**src/rtl/dmem_responder.sv**
```systemverilog
// dmem_responder: req/ready data memory with wait states, fault flag and committed-store tracking.
// Optional macro DMEM_WAIT_EN builds the WAIT state and wait counter; without it every accept responds next cycle.
module dmem_responder #(
   parameter int DEPTH       = 64,
   parameter int WAIT_CYCLES = 2
) (
   input  logic        clk,
   input  logic        reset,
   input  logic        req,
   input  logic        we,
   input  logic [31:0] adr,
   input  logic [31:0] wdata,
   output logic        ready,
   output logic        err,
   output logic [31:0] rdata,
   output logic [15:0] store_count,
   output logic [31:0] last_store_adr
);
   localparam int          AW        = $clog2(DEPTH);
   localparam logic [31:0] ADR_LIMIT = 32'(4 * DEPTH);

   localparam logic [1:0] S_IDLE = 2'd0;
   localparam logic [1:0] S_RESP = 2'd2;

   if (DEPTH < 4 || (DEPTH & (DEPTH - 1)) != 0 || WAIT_CYCLES < 0) begin : g_cfg_check
      $error("dmem_responder: DEPTH must be a power of two >= 4 and WAIT_CYCLES >= 0");
   end

   function automatic logic adr_fault(input logic [31:0] a);
      return (a[1:0] != 2'b00) || (a >= ADR_LIMIT);
   endfunction

   logic [1:0]    state;
   logic [31:0]   mem [DEPTH];
   logic          commit;
   logic          c_we;
   logic [31:0]   c_adr;
   logic [31:0]   c_wdata;
   logic          c_fault;
   logic [AW-1:0] c_idx;

`ifdef DMEM_WAIT_EN
   localparam logic [1:0]       S_WAIT   = 2'd1;
   localparam int               CNT_W    = (WAIT_CYCLES < 1) ? 1 : $clog2(WAIT_CYCLES + 1);
   localparam logic [CNT_W-1:0] CNT_LOAD = CNT_W'(WAIT_CYCLES);

   logic [CNT_W-1:0] wait_cnt;
   logic             lat_we;
   logic [31:0]      lat_adr;
   logic [31:0]      lat_wdata;

   // The commit edge uses live inputs when it is also the accept edge, else the latched request.
   always_comb begin
      commit  = 1'b0;
      c_we    = we;
      c_adr   = adr;
      c_wdata = wdata;
      if (state == S_IDLE) begin
         commit = req && (WAIT_CYCLES == 0);
      end else if (state == S_WAIT) begin
         commit  = (wait_cnt == CNT_W'(1));
         c_we    = lat_we;
         c_adr   = lat_adr;
         c_wdata = lat_wdata;
      end
   end

   always_ff @(posedge clk) begin
      if (!reset) begin
         state    <= S_IDLE;
         wait_cnt <= '0;
      end else begin
         case (state)
            S_IDLE: if (req) begin
               wait_cnt <= CNT_LOAD;
               state    <= (WAIT_CYCLES == 0) ? S_RESP : S_WAIT;
            end
            S_WAIT: begin
               wait_cnt <= wait_cnt - CNT_W'(1);
               if (wait_cnt == CNT_W'(1)) state <= S_RESP;
            end
            default: state <= S_IDLE;
         endcase
      end
   end

   always_ff @(posedge clk) begin
      if (state == S_IDLE && req) begin
         lat_we    <= we;
         lat_adr   <= adr;
         lat_wdata <= wdata;
      end
   end
`else
   always_comb begin
      commit  = (state == S_IDLE) && req;
      c_we    = we;
      c_adr   = adr;
      c_wdata = wdata;
   end

   always_ff @(posedge clk) begin
      if (!reset) begin
         state <= S_IDLE;
      end else begin
         case (state)
            S_IDLE:  if (req) state <= S_RESP;
            default: state <= S_IDLE;
         endcase
      end
   end
`endif

   assign c_fault = adr_fault(c_adr);
   assign c_idx   = c_adr[AW+1:2];
   assign ready   = (state == S_RESP);

   // Reset on the commit edge drops the store.
   always_ff @(posedge clk) begin
      if (reset && commit && !c_fault && c_we) mem[c_idx] <= c_wdata;
   end

   always_ff @(posedge clk) begin
      if (!reset) begin
         err            <= 1'b0;
         rdata          <= '0;
         store_count    <= '0;
         last_store_adr <= '0;
      end else if (commit) begin
         err   <= c_fault;
         rdata <= (c_fault || c_we) ? 32'd0 : mem[c_idx];
         if (!c_fault && c_we) begin
            store_count    <= store_count + 16'd1;
            last_store_adr <= c_adr;
         end
      end
   end
endmodule

```
**config.mk**
```make
export PLATFORM = sky130hd
export DESIGN_NAME = dmem_responder
export DESIGN_NICKNAME = d
export VERILOG_FILES = /design/src/rtl/dmem_responder.sv
export SDC_FILE = /design/constraint.sdc
export NUM_CORES = 2
export LEC_CHECK = 0
export ABC_CLOCK_PERIOD_IN_PS = 5200
export BUFFER_PORTS_ARGS = -buffer_cell sky130_fd_sc_hd__buf_2
export CAP_MARGIN = 0
export CORE_MARGIN = 2
export CORE_UTILIZATION = 35
export DETAILED_ROUTE_END_ITERATION = 8
export SLEW_MARGIN = 10
export SYNTH_ARGS = -nofsm -noshare
export SYNTH_HDL_FRONTEND = slang
export SYNTH_SLANG_ARGS = --single-unit
```
**constraint.sdc**
```tcl
create_clock -name clk -period 5.2 [get_ports clk]
set_input_delay 0.26 -clock clk [delete_from_list [all_inputs] [get_ports clk]]
set_output_delay 0.26 -clock clk [all_outputs]
set_load 0.02 [all_outputs]
```
; ---- After elaboration in Yosys (flattened, before gate mapping)
; Memories as Yosys holds them, arrays and structs flattened.
; Index checks and enable logic that the tools add are counted.
[op_classes]
reduce_logical = 12
n_addsub = 1
muxes = 3
n_lt_le_gt_ge = 1
[ops]
columns = operator, n
row1 = $ge A32 B9 Y1 const B, 1
row2 = $mux W32, 1
row3 = $add A16 B1 Y16 const B, 1
row4 = $logic_and A1 B1 Y1, 5
row5 = $reduce_and A2 Y1, 2
row6 = $logic_not A2 Y1, 1
row7 = $logic_or A1 B1 Y1, 2
row8 = $mux W1, 2
row9 = $reduce_bool A2 Y1, 1
row10 = $logic_not A1 Y1, 1
[word_totals]
regBits = 82
elab_cells = 23
output_inout_bits = 82
mem_bits_rw = 2048
n_memories = 1
input_bits = 68
[mem_list]
columns = memory, depth, word_bits, rd, rd_clocked_by_memory_dff, wr, line_no
row1 = mem, 64, 32, 1, 0, 1, 34  ; logic [31:0] mem [DEPTH];

; ---- Longest topological paths before layout
[logic_depth]
word_depth = 7
mapped_depth = 12
depth_no_buf = 6

; ---- Worst setup path after synthesis
; No wires, ideal clock.
[synth_path]
kind = reg2reg
startpoint = register state[1]
endpoint = memory mem[16][0] (enable)
synth_period_minus_slack_ns = 3.580
stages_incl_launch_ff = 7
setup_slack_ns = 1.620
t_required_ns = 4.779
path_buffers = 1
arrival_ns = 3.159
setup_time_ns = 0.421
path_cell_list = dfxtp_1 nor4b_4 nand4_4 nor3_2 clkbuf_1 nand2_1 nor2_1
[synth_via]
elab_chain_len = 7
[synth_lines]
columns = item, line_no
row1 = start: declaration, 33  ; logic [1:0] state;
row2 = start signal: assignment, 104  ; state <= S_IDLE;
row3 = start signal: assignment, 107  ; S_IDLE: if (req) state <= S_RESP;
row4 = start signal: assignment, 108  ; default: state <= S_IDLE;
row5 = $logic_not A2 Y1, 96  ; commit = (state == S_IDLE) && req;
row6 = $logic_and A1 B1 Y1, 96
row7 = $logic_and A1 B1 Y1 (3 in series), 120  ; if (reset && commit && !c_fault && c_we) mem[c_idx] <= c_wdata;
row8 = $mux W1, 120
row9 = $mux W1 (implied by the code), 120
row10 = end: declaration, 34
; Every way passes these cells.

; ---- Worst setup path after layout
[layout_path]
startpoint = input port adr[14]
endpoint = memory mem[7][13] (enable)
[layout_via]
elab_chain_len = 7
[layout_lines]
columns = item, line_no
row1 = start: declaration, 11  ; input logic [31:0] adr,
row2 = $ge A32 B9 Y1, 30  ; return (a[1:0] != 2'b00) || (a >= ADR_LIMIT);
row3 = $logic_or A1 B1 Y1, 30
row4 = $logic_not A1 Y1, 120
row5 = $logic_and A1 B1 Y1 (2 in series), 120
row6 = $mux W1, 120
row7 = $mux W1 (implied by the code), 120
; Every way passes these cells.

==> impl_metrics.json <==
{
  "outcome": "finished clean",
  "drc": 0,
  "htreeDepth": 4,
  "syn_to_final_growth_pct": 14.2,
  "fin_nets": 4690,
  "worstHoldStart": "wdata[20]",
  "top_layer_used": "met5",
  "grt_max_degree": 105,
  "critPathRequiredTime_ns": 5.71,
  "netlist_top_cells_count": "2048 x edfxtp_1, 258 x o22ai_1, 217 x mux4_2",
  "syn_avg_cell_area_sq_um": 19.0,
  "clock_path_buffers": 3,
  "synth_cell_types": 83,
  "firstDrtPassIters": 8,
  "yosysTopAreaCellShare_pct": 75.0,
  "setup_viol": 0,
  "io_buffer_count": 149,
  "grt_pass1_wl_mm": 364,
  "ant_nets": 0,
  "yosysSeqAreaShare_pct": 77.0,
  "slew_headroom_pct": 6.79,
  "grt_setup_unrepaired": "false",
  "antenna_found_initial": 24,
  "syn_area_sq_mm": 0.0820,
  "clock_latency_ns": 0.85,
  "drtIter0Drc": 7629,
  "worstHoldPathCells": 1,
  "max_cap_violations": 0,
  "drive_above_1_share_pct": 23.5,
  "ys.flop_type": "edfxtp_1",
  "routedWlPerCell_um": 33.3,
  "slew_violations": 0,
  "cts_root_buf": "clkbuf_16",
  "worstMarginPinSlew_ns": 1.39,
  "ys_seq_elements": 2130,
  "grtUsageTotal_pct": 21.7,
  "max_freq_ghz": 0.235,
  "syn_nets": 4393,
  "crit_fanout": 19,
  "rr_endpoint": "mem[7][13]",
  "num_vias": 46969,
  "pin_count": 150,
  "die_area_sq_mm": 0.238,
  "total_power_w": 0.0349,
  "syn_inst": 4324,
  "die_y_um": 488,
  "period_needed_ns": 4.25,
  "critPathArrivalTime_ns": 4.77,
  "synthTopCellsByArea": "edfxtp_1 75%, mux4_2 6.0%, mux2_2 2.2%",
  "grt_pass1_vias": 44886,
  "num_rows": 177,
  "hold_viol": 0,
  "worstSetupStartpointType": "input port",
  "wl_met3_mm": 38.8,
  "cp-end-kind": "flop",
  "rr_startpoint": "state[1]",
  "start_util_pct": 35.2,
  "synth_largest_area_cell": "edfxtp_1",
  "setup_tns_ns": 0,
  "dp_hpwl_mm": 160,
  "rrSetupSlack_ns": 1.07,
  "tritoncts": "built",
  "gp_congestion": 0.896,
  "min_path_type": "in2reg",
  "viasPerCell": 5.93,
  "clk_pin_slew_ns": 0.06,
  "period_share_pct": 81.8,
  "critical_path_class": "in2reg",
  "cellPowerDensity_mw_per_mm2": 373,
  "reg2regPathDepth": 6,
  "dr_wl_met2_mm": 115,
  "synth_edf_count": 2048,
  "yosysMostFrequentCell": "edfxtp_1",
  "vdd_drop_max_v": 0.000372,
  "die_w_um": 488,
  "yosysWarnings": 0,
  "holdPathEnd": "mem[5][20]",
  "numCtsBuffers": 203,
  "wl_met1_mm": 103,
  "fp.coreArea_sq_mm": 0.233,
  "grt_overflow": 0,
  "drt-total-wl_mm": 264,
  "fin_skew_ns": 0.0359,
  "power.leakage_nw": 29.3,
  "clock-sinks": 2130,
  "async_reset_ff_share_pct": 0
}
-- report_power, final --
group / leakage (nW) / internal [W] / switching, W / total (W)
combinational: 7.16 / 0.000508 / 0.00136 / 0.00187
sequential: 19.1 / 0.0188 / 0.000000829 / 0.0188
clock: 3.07 / 0.00787 / 0.00642 / 0.0143
total: 29.3 / 0.0272 / 0.00779 / 0.0349
-- area by class of cell --
class	instances	area (sq um)
sequential	2130	63100
tap	3132	3920
clock inverter	86	724
inverter	10	42.5
clock buffer	283	5570
fill	20722	139000
multi-input combinational	1896	17400
timing repair buffer	380	2910
antenna	4	10.0
-- cells in the final DEF, fill, tap and decap left out, types with 9 or more instances in the layout --
cell type	instances
a211oi_1	38
clkinv_2	23
a21oi_1	104
o221ai_1	154
clkbuf_16	207
buf_2	145
a22oi_1	46
nand3_1	46
a22o_1	20
mux4_1	17
o21ai_0	111
a221oi_1	11
nor2b_1	27
buf_4	192
o211ai_1	9
mux2_2	158
buf_12	28
nor4_1	17
mux2i_1	94
mux4_2	217
nor3_1	17
nand2_1	171
clkbuf_8	10
and2_1	14
and3_1	34
nor2_4	65
nor2_1	76
dlygate4sd3_1	10
o22ai_1	258
clkbuf_1	65
clkinv_1	41
o22a_1	11
a2111oi_0	10
edfxtp_1	2048
dfxtp_1	82
o31ai_1	14
-- registers in the layout, summed over array words and instances (netlist names) --
| name | flops |
|---|---|
| mem | 2048 |
| rdata | 32 |
| last_store_adr | 32 |
| err | 1 |
| state | 1 |
| store_count | 16 |
-- cell families after synthesis --
family / after synthesis / synth area share, %
compound gates: 853 / 7.19
xor+xnor: 15 / 0.160
fa+ha+maj: 1 / 0.0153
buf+inv: 298 / 2.59
flops: 2130 / 77.0
mux: 489 / 9.86
simple gates: 538 / 3.21
-- worst max path at each step --
stage | startpoint | end | slack, ns | cells past startpoint
after floorplan | state[1] | mem[16][0] | 1.62 | 6
final | adr[14] | mem[7][13] | 0.95 | 9
after CTS | adr[14] | rdata[23] | 0.97 | 11
after global placement | adr[26] | mem[7][16] | 0.95 | 7
after detailed placement | adr[22] | mem[7][2] | 1.00 | 7
after global routing | adr[14] | mem[7][13] | 0.90 | 9
-- layer usage --
layer / global-route usage [%] / vias to the layer above
li1: - / 18521
met1: 30.6 / 24485
met2: 31.7 / 3467
met3: 7.54 / 476
met4: 5.94 / 20
met5: 0 / -
-- worst max-delay path, stage by stage --
cell           delay [ns]
dlygate4sd3_1        0.54
buf_2                0.14
nor4_4               0.12
dlygate4sd3_1        0.62
nand4_4              0.17
nor3_4               0.87
nand2_1              0.72
nor2_4               0.87
buf_4                0.39
-- timing repair --
item / in CTS / in global routing
buffers inserted: 0 / 0
hold endpoints to repair: 12 / 0
hold buffers: 10 / 0
gates resized for setup: 0 / 0
-- per-stage QoR --
stage / util, % / area [sq um] / setup slack, ns / cells / hold WS (ns)
4_1_cts: 40.2 / 93600 / 0.975 / 7915 / 0.00495
5_1_grt: 40.2 / 93700 / 0.896 / 7918 / 0.0237
6_report: 40.3 / 93700 / 0.946 / 7921 / 0.0125
3_3_place_gp: 37.5 / 87200 / 0.947 / 7536 / 0.447
3_5_place_dp: 37.5 / 87200 / 1.00 / 7536 / 0.457
2_1_floorplan: - / 82000 / 1.62 / 4324 / 0.359
No activity file was read; power rests on OpenSTA's default activity.
